<file path="config.mk">
export PLATFORM = sky130hd
export DESIGN_NAME = parity_frame_codec_flat
export DESIGN_NICKNAME = d
export VERILOG_FILES = /design/src/rtl/parity_pkg.sv /design/src/rtl/parity_frame_codec_if.sv /design/src/rtl/parity_frame_codec.sv /design/src/flat_wrapper.sv
export SDC_FILE = /design/constraint.sdc
export NUM_CORES = 1
export LEC_CHECK = 0
export ABC_AREA = 0
export CAP_MARGIN = 25
export CELL_PAD_IN_SITES_DETAIL_PLACEMENT = 1
export CELL_PAD_IN_SITES_GLOBAL_PLACEMENT = 2
export CORE_ASPECT_RATIO = 0.5
export CORE_MARGIN = 2
export CORE_UTILIZATION = 29
export DETAILED_ROUTE_END_ITERATION = 8
export HOLD_SLACK_MARGIN = 0.02
export PLACE_DENSITY_LB_ADDON = 0.1
export SETUP_SLACK_MARGIN = 0.3
export SKIP_CTS_REPAIR_TIMING = 1
export SLEW_MARGIN = 20
export SYNTH_ARGS = -nofsm -noshare
export SYNTH_HDL_FRONTEND = slang
export SYNTH_SLANG_ARGS = --single-unit
</file>
<file path="constraint.sdc">
create_clock -name clk -period 2.3 [get_ports clk]
set_input_delay 0.23 -clock clk [delete_from_list [all_inputs] [get_ports clk]]
set_output_delay 0.23 -clock clk [all_outputs]
set_load 0.05 [all_outputs]
</file>
<file path="src/rtl/parity_pkg.sv">
// Shared types and mode constants for the serial parity frame codec.
// Imported by the codec top and available to anything that drives its mode pins.
package parity_pkg;

    typedef enum logic [1:0] {
        IDLE,
        DATA,
        PAR_GEN,
        PAR_CHK
    } state_t;

    localparam logic MODE_EVEN = 1'b0;
    localparam logic MODE_ODD  = 1'b1;
    localparam logic MODE_GEN  = 1'b0;
    localparam logic MODE_CHK  = 1'b1;

endpackage

</file>
<file path="src/rtl/parity_frame_codec_if.sv">
// Bit-serial valid/ready bundle for both sides of the parity codec.
// The master modport is the environment (source and sink); the slave modport is the codec.
interface parity_frame_codec_if;

    logic in_valid;
    logic in_ready;
    logic in_bit;
    logic out_valid;
    logic out_ready;
    logic out_bit;
    logic out_last;

    modport master (
        output in_valid, in_bit, out_ready,
        input  in_ready, out_valid, out_bit, out_last
    );

    modport slave (
        input  in_valid, in_bit, out_ready,
        output in_ready, out_valid, out_bit, out_last
    );

endinterface

</file>
<file path="src/rtl/parity_frame_codec.sv">
// Serial parity generator/checker: forwards FRAME_LEN data bits through a single output
// register and either appends a parity bit (generator) or consumes and checks it (checker).
module parity_frame_codec
    import parity_pkg::*;
#(
    parameter int FRAME_LEN = 8,
    parameter int CNT_W     = 8
) (
    input  logic               clk,
    input  logic               rst,
    input  logic               mode_odd,
    input  logic               mode_check,
    input  logic               err_clr,
    parity_frame_codec_if.slave bus,
    output logic               frame_done,
    output logic               frame_err,
    output logic [CNT_W-1:0]   err_count
);

    localparam int             CW       = $clog2(FRAME_LEN + 1);
    localparam logic [CW-1:0]  LAST_CNT = CW'(FRAME_LEN);

    state_t          state, state_next;
    logic [CW-1:0]   bit_cnt;
    logic [CW-1:0]   cnt_next;
    logic            acc;
    logic            acc_next;
    logic            mode_odd_l;
    logic            mode_check_l;
    logic            out_valid_r;
    logic            out_bit_r;
    logic            out_last_r;

    logic            out_free;
    logic            out_fire;
    logic            in_ready;
    logic            accept;
    logic            frame_chk;
    logic            last_bit;
    logic            chk_err;
    logic            fwd;
    logic            load_par;
    logic            par_done;
    logic            chk_done;

    assign out_free = !out_valid_r || bus.out_ready;
    assign out_fire = out_valid_r && bus.out_ready;
    assign in_ready = (state != PAR_GEN) && out_free;
    assign accept   = bus.in_valid && in_ready;

    // The first bit of a frame must see the live mode pins; later bits use the latched copy.
    assign frame_chk = (state == IDLE) ? (mode_check == MODE_CHK) : (mode_check_l == MODE_CHK);
    assign cnt_next  = (state == IDLE) ? CW'(1) : bit_cnt + 1'b1;
    assign acc_next  = (state == IDLE) ? bus.in_bit : (acc ^ bus.in_bit);
    assign last_bit  = (cnt_next == LAST_CNT);
    assign chk_err   = ((acc ^ bus.in_bit) != mode_odd_l);

    assign bus.in_ready  = in_ready;
    assign bus.out_valid = out_valid_r;
    assign bus.out_bit   = out_bit_r;
    assign bus.out_last  = out_last_r;

    // NOTE: every output of this block gets a default first, so no path can infer a latch.
    always_comb begin
        state_next = state;
        fwd        = 1'b0;
        load_par   = 1'b0;
        par_done   = 1'b0;
        chk_done   = 1'b0;
        unique case (state)
            IDLE, DATA: begin
                if (accept) begin
                    fwd = 1'b1;
                    if (last_bit) state_next = frame_chk ? PAR_CHK : PAR_GEN;
                    else          state_next = DATA;
                end
            end
            PAR_GEN: begin
                // Parity sits in the output register until the sink takes it.
                if (out_fire && out_last_r) begin
                    par_done   = 1'b1;
                    state_next = IDLE;
                end else if (out_free) begin
                    load_par = 1'b1;
                end
            end
            PAR_CHK: begin
                if (accept) begin
                    chk_done   = 1'b1;
                    state_next = IDLE;
                end
            end
            default: state_next = IDLE;
        endcase
    end

    // NOTE: sequential state uses non-blocking assignments so all registers update together.
    always_ff @(posedge clk) begin
        if (rst) begin
            state        <= IDLE;
            bit_cnt      <= '0;
            acc          <= 1'b0;
            mode_odd_l   <= MODE_EVEN;
            mode_check_l <= MODE_GEN;
            out_valid_r  <= 1'b0;
            out_bit_r    <= 1'b0;
            out_last_r   <= 1'b0;
            frame_done   <= 1'b0;
            frame_err    <= 1'b0;
            err_count    <= '0;
        end else begin
            state      <= state_next;
            frame_done <= par_done || chk_done;
            frame_err  <= chk_done && chk_err;

            if (state == IDLE && accept) begin
                mode_odd_l   <= mode_odd;
                mode_check_l <= mode_check;
            end

            if (fwd) begin
                acc     <= acc_next;
                bit_cnt <= cnt_next;
            end else if (par_done || chk_done) begin
                acc     <= 1'b0;
                bit_cnt <= '0;
            end

            if (fwd) begin
                out_valid_r <= 1'b1;
                out_bit_r   <= bus.in_bit;
                out_last_r  <= last_bit && frame_chk;
            end else if (load_par) begin
                out_valid_r <= 1'b1;
                out_bit_r   <= acc ^ (mode_odd_l == MODE_ODD);
                out_last_r  <= 1'b1;
            end else if (out_fire) begin
                out_valid_r <= 1'b0;
                out_last_r  <= 1'b0;
            end

            // A clear that lands on an error pulse still counts that error.
            if (err_clr)
                err_count <= frame_err ? CNT_W'(1) : '0;
            else if (frame_err && err_count != {CNT_W{1'b1}})
                err_count <= err_count + 1'b1;
        end
    end

endmodule

</file>
<file path="src/flat_wrapper.sv">
// flat-port wrapper written by rule: the top's interface ports become plain ports
module parity_frame_codec_flat import parity_pkg::*;
#(
    parameter int FRAME_LEN = 8,
    parameter int CNT_W     = 8
)
  (clk, rst, mode_odd, mode_check, err_clr, frame_done, frame_err, err_count, bus_in_valid, bus_in_bit, bus_out_ready, bus_in_ready, bus_out_valid, bus_out_bit, bus_out_last);
  parity_frame_codec_if bus_i ();
  input  logic clk;
  input  logic rst;
  input  logic mode_odd;
  input  logic mode_check;
  input  logic err_clr;
  output logic frame_done;
  output logic frame_err;
  output logic [CNT_W-1:0] err_count;
  input wire logic [$bits(bus_i.in_valid)-1:0] bus_in_valid;
  input wire logic [$bits(bus_i.in_bit)-1:0] bus_in_bit;
  input wire logic [$bits(bus_i.out_ready)-1:0] bus_out_ready;
  output wire logic [$bits(bus_i.in_ready)-1:0] bus_in_ready;
  output wire logic [$bits(bus_i.out_valid)-1:0] bus_out_valid;
  output wire logic [$bits(bus_i.out_bit)-1:0] bus_out_bit;
  output wire logic [$bits(bus_i.out_last)-1:0] bus_out_last;
  assign bus_i.in_valid = bus_in_valid;
  assign bus_i.in_bit = bus_in_bit;
  assign bus_i.out_ready = bus_out_ready;
  assign bus_in_ready = bus_i.in_ready;
  assign bus_out_valid = bus_i.out_valid;
  assign bus_out_bit = bus_i.out_bit;
  assign bus_out_last = bus_i.out_last;
  parity_frame_codec #(.FRAME_LEN(FRAME_LEN), .CNT_W(CNT_W)) u_core (.clk(clk), .rst(rst), .mode_odd(mode_odd), .mode_check(mode_check), .err_clr(err_clr), .bus(bus_i), .frame_done(frame_done), .frame_err(frame_err), .err_count(err_count));
endmodule
</file>
==> summary.txt, run 1 <==
Status -> finished clean
Die X -> 93.1 um
WP buf/inv -> 1
Post-synthesis xor/xnor area fraction -> 0.0304
Syn_nets -> 149
Ys Warns -> 0
Maximum clock frequency -> 548 MHz
GR peak layer -> met2
Final #Nets -> 171
Largest register by flop count -> u_core.err_count
Vias in the first global route -> 1012
Compound-Gate Fraction of Synth Area -> 0.184
DR vias -> 1051
Crit start category -> flip-flop
Cell family with most CP delay -> buffers and inverters
Clk_lat worst skew -> 0.26 ns
R2r setup slk -> 0.49 ns
Slowest CP cell -> clkdlybuf4s50_1
Synth top cells by count -> dfxtp_1, a21oi_1, nand3_1, nor2_1, nand2_1
Core box area -> 3860 um2
Synth-to-Final Area Change -> 27.6%
DRT iter0 DRCs -> 12
Slew at the pin closest to its max-slew limit -> 0.506 ns
Post-DP HPWL -> 2080 um
Row count -> 16
Dominant cell type by area after synthesis -> dfxtp_1
Cell area after synthesis -> 1150 um2
H-Tree Depth -> 1
Die H -> 48.6 um
Final Critical Period -> 1.82 ns
Grt ovf -> 0
DR DRC count -> 0
Post-synth cell types -> 41
Post-synthesis simple-gate area fraction -> 0.304
I/O pin total -> 22
CP cell instances -> clkdlybuf4s50_1
Leakage -> 0.497 nW
N_diodes -> 0
Gpl congestion -> 0.699
Setup TNS -> 0 ns
Buffers on Ports -> 21
CTS Buf Count -> 3
Worst VDD drop -> 0.000172 V
#FFs+latches synth -> 22
First-pass GRT wire length -> 4900 um
Worst EP required -> 2.07 ns
Final worst path period share -> 0.793
Gate count after technology mapping -> 139
Clock buffer depth -> 2
TritonCTS Sinks -> 22
Max FFs per register -> 8
CTS root buf -> clkbuf_8
Number of vias per cell -> 4.91
Final Skew -> 0.00414 ns
Post-synth EDFFs -> 0
Area contributors post-synth -> dfxtp_1, a21oi_1, nand3_1, mux2i_1, nor2_1
Slew HR -> 0.661
Die footprint -> 4520 um2
Maximum fanout along the worst path -> 8
Slowest stage delay, CP -> 0.86 ns
Initial Utilization -> 0.298
CP Class -> reg -> out
WL final -> 2780 um
Multiplexer share of the synthesized area -> 0.0435
Finished Layout Cells -> 214
DP Cell Count -> 210
Top Registers -> u_core.err_count x8, u_core.bit_cnt x4, u_core.state x2
Fin. Hold Viols -> 0
Power per cell area -> 533 nW/um2
Total GRT Usage -> 0.136
Syn Area/Cell -> 8.28 um2
Synth async-reset ratio -> 0
Global Route met1 Usage -> 0.188
MaxCap Viol Count -> 0
Global routing usage on met3 -> 0.0467
RSZ-0062 raised after global routing -> false
Top_reg_cell synth -> dfxtp_1
CTS tree -> yes
Worst setup EP type -> output port
Number of routed nets with antenna violations -> 0
Power, Total -> 0.783 mW
M2 GR Usage -> 0.209
Area share of the largest cell type after synthesis -> 0.383
Wire per inst -> 13.0 um
Most used standard cell by instance count after synthesis -> dfxtp_1
Adder-Cell Fraction of Synth Area -> 0.0217
Largest net degree at the start of global routing -> 19
Worst EP arrival -> 1.59 ns
Layout cells sized above 1 -> 0.0563
Max-slew violation count -> 0
TritonRoute pass-1 iters -> 4
Final Setup Violations -> 0
Sequential share of the synthesized area -> 0.383
Largest family of logic cells by synthesized area -> simple AND/OR/NAND/NOR gates
Clk slew on worst S/H paths -> 0.08 ns
HP Class -> reg -> reg
Antenna violations before repair -> 0
final cells by class:
cell class	instances	area [um2]
flip-flops and latches	22	440
well taps	54	67.6
fillers	453	2390
repair buffers	22	215
inverters	5	18.8
clock buffers	4	55.1
multi-input cells	107	672
path summary, 6_finish.rpt:
kind                        startpoint                   to  cells past startpoint
setup / recovery  u_core.bus.out_valid        bus_out_valid                      1
hold / removal     u_core.err_count[7]  u_core.err_count[7]                      2
setup reg to reg     u_core.bit_cnt[0]  u_core.bus.out_last                      5
hold reg to reg    u_core.err_count[7]  u_core.err_count[7]                      2
stage by stage:
stage                     utilization  setup WS (ns)  instance area, um2  hold slack (ns)
final                           0.380          0.476                1470            0.524
after global routing            0.380          0.338                1470            0.556
after CTS                       0.380          0.453                1470            0.534
after detailed placement        0.366          0.475                1410            0.520
after global placement          0.366          0.498                1410            0.505
after floorplan                     -          0.510                1150            0.366
per-layer routing:
metal | up-vias | wire (um)
li1 | 548 | -
met1 | 489 | 1450
met2 | 12 | 1220
met3 | 2 | 106
met4 | 0 | 11
met5 | - | 0
placed cells by master (no fill, tap or decap), drive strengths merged, types with 3 or more instances in the layout:
cell,count
nor2b,4
clkbuf,4
clkdlybuf4s50,20
nand2b,6
nor2,12
nand3,11
inv,5
nor3,4
or2,3
a21oi,11
a31oi,3
nand2,9
mux2i,5
o21ai,6
dfxtp,22
nor3b,3
where the power goes:
group,internal (mW),total [mW],switching [mW]
combinational,0.0426,0.0982,0.0556
sequential,0.391,0.405,0.0143
clock,0.153,0.280,0.128
total,0.586,0.783,0.197
logic make-up (layout without fill, tap and decap cells):
group,count (synthesis),after routing
compound gates,32,32
xor+xnor,4,4
fa+ha+maj,2,2
buf+inv,10,31
flops,22,22
mux,5,5
simple gates,64,64
Note: power is estimated with default switching activity, not from simulation.
==> run 2: changes to the inputs <==
- CORE_UTILIZATION: 29 -> 26
- clock period: 2.3 -> 1.52 ns (I/O delays scaled with it)
==> summary.txt, run 2 (synthesized netlist as in run 1, its figures left out) <==
First-pass GRT wire length -> 5480 um (+12%)
DR DRC count -> 0 (unchanged)
WP buf/inv -> 1 (unchanged)
Layout cells sized above 1 -> 0.545 (+0.488)
Placement Setup Slack -> -0.173 ns (-0.648 ns)
Final #Nets -> 202 (+18%)
Gpl congestion -> 0.770 (+10%)
WL final -> 3860 um (+39%)
Power per cell area -> 693 nW/um2 (+30%)
RSZ-0062 raised after global routing -> true
Worst VDD drop -> 0.000443 V (+160%)
Core box area -> 4320 um2 (+12%)
CTS tree -> yes
Antenna violations before repair -> 0 (unchanged)
Buffers on Ports -> 21 (unchanged)
Number of vias per cell -> 5.06 (+3.1%)
CTS Buf Count -> 3 (unchanged)
Clk slew on worst S/H paths -> 0.09 ns (about the same)
Grt ovf -> 0 (unchanged)
Fin. Hold Viols -> 0 (unchanged)
Worst setup path start -> u_core.bit_cnt[1]
Maximum clock frequency -> 614 MHz
Leakage -> 0.767 nW (+54%)
Wire per inst -> 15.6 um (+20%)
Row count -> 17 (+1)
H-Tree Depth -> 1 (unchanged)
Worst EP arrival -> 1.78 ns (+0.19 ns)
Final Critical Period -> 1.63 ns
R2r setup slk -> -0.11 ns (-0.60 ns)
Final Skew -> 0.00172 ns (-0.00242 ns)
Cell family with most CP delay -> compound AO/OA/AOI/OAI gates
Largest net degree at the start of global routing -> 19 (unchanged)
HP Class -> in -> reg
Most frequent cells in the layout -> buf_4, dfxtp_4, nor2_1, nand2_1, dfxtp_1
Status -> finished, violations left
Largest register by flop count -> u_core.err_count
Die footprint -> 5010 um2 (+11%)
Min-delay src -> bus_in_valid
Max-slew violation count -> 0 (unchanged)
Synth-to-Final Area Change -> 75.2%
Clock buffer depth -> 2 (unchanged)
CTS root buf -> clkbuf_8
CP Class -> reg -> reg
DRT iter0 DRCs -> 32 (+20)
TritonRoute pass-1 iters -> 4 (unchanged)
I/O pin total -> 22 (unchanged)
Setup TNS -> -0.224 ns (-0.224 ns)
Top Registers -> u_core.err_count x8, u_core.bit_cnt x4, u_core.state x2
CP cell instances -> ha_4 > or3b_4 > a311oi_4 > buf_4 > a211o_1 > a21oi_1
Final Setup Violations -> 3 (+3)
Smallest hold slack -> 0.458 ns (-0.0658 ns)
Slowest stage delay, CP -> 0.40 ns (-0.46 ns)
DR vias -> 1256 (+20%)
Vias in the first global route -> 1152 (+14%)
Crit start category -> flip-flop
Max FFs per register -> 8 (unchanged)
MaxCap Viol Count -> 0 (unchanged)
Worst EP required -> 1.67 ns (-0.40 ns)
Final worst path period share -> 1.07
Initial Utilization -> 0.267 (-0.0313)
Worst setup EP type -> flip-flop
Total GRT Usage -> 0.139 (+0.00294)
FF-to-FF Start -> u_core.bit_cnt[1]
N_diodes -> 0 (unchanged)
Slowest CP cell -> or3b_4
Finished Layout Cells -> 248 (+16%)
Slew at the pin closest to its max-slew limit -> 0.444 ns (-0.0623 ns)
Commonest non-fill, non-tap cell in the layout -> buf_4
Die X -> 98.1 um (+5.4%)
Post-DP HPWL -> 2470 um (+19%)
Number of routed nets with antenna violations -> 0 (unchanged)
TritonCTS Sinks -> 22 (unchanged)
Slew HR -> 0.704 (+0.0426)
Final worst setup slack -> -0.110 ns (-0.585 ns)
Power, Total -> 1.40 mW (+78%)
Clk_lat worst skew -> 0.27 ns (about the same)
DP Cell Count -> 226 (+7.6%)
Die H -> 51.1 um (+5.1%)
Failing checks -> setup timing
Maximum fanout along the worst path -> 3 (-5)
-- run 2: report_power, final --
group	switching, mW	total (mW)	internal, mW	leakage, nW
registers	0.0214	0.597	0.576	0.189
logic	0.124	0.235	0.111	0.543
clock network	0.212	0.565	0.352	0.0357
total	0.358	1.40	1.04	0.767
-- run 2: worst paths after layout --
check	depth (start not counted)	endpoint
worst max-delay path	6	u_core.state[0]
worst min-delay path	4	u_core.frame_err
worst max register to register	6	u_core.state[0]
worst min register to register	2	u_core.acc
-- run 2: layer usage --
| metal | up-vias | track usage | part of all wire |
|---|---|---|---|
| met4 | 0 | 0.0139 | 0.0026 |
| met3 | 2 | 0.0424 | 0.028 |
| met2 | 14 | 0.240 | 0.47 |
| met5 | - | 0 | 0 |
| met1 | 627 | 0.179 | 0.50 |
| li1 | 613 | - | - |
-- run 2: through the flow --
| stage | utilization | instance area (um2) |
|---|---|---|
| floorplan | - | 1260 |
| global placement | 0.371 | 1600 |
| detailed placement | 0.371 | 1600 |
| CTS | 0.388 | 1670 |
| global route | 0.467 | 2020 |
| finish | 0.467 | 2020 |
-- run 2: cell type report --
class | instances | area, um2
fill | 492 | 2300
multi-input combinational | 107 | 917
sequential | 22 | 487
timing repair buffer | 53 | 452
tap | 57 | 71.3
clock buffer | 3 | 41.3
clock inverter | 1 | 30.0
inverter | 5 | 18.8
-- run 2: tightest hold or removal path: stages --
cell	delay, ns
dlymetal6s2s_1	0.20
buf_4	0.19
nand2_1	0.10
nor3_1	0.06
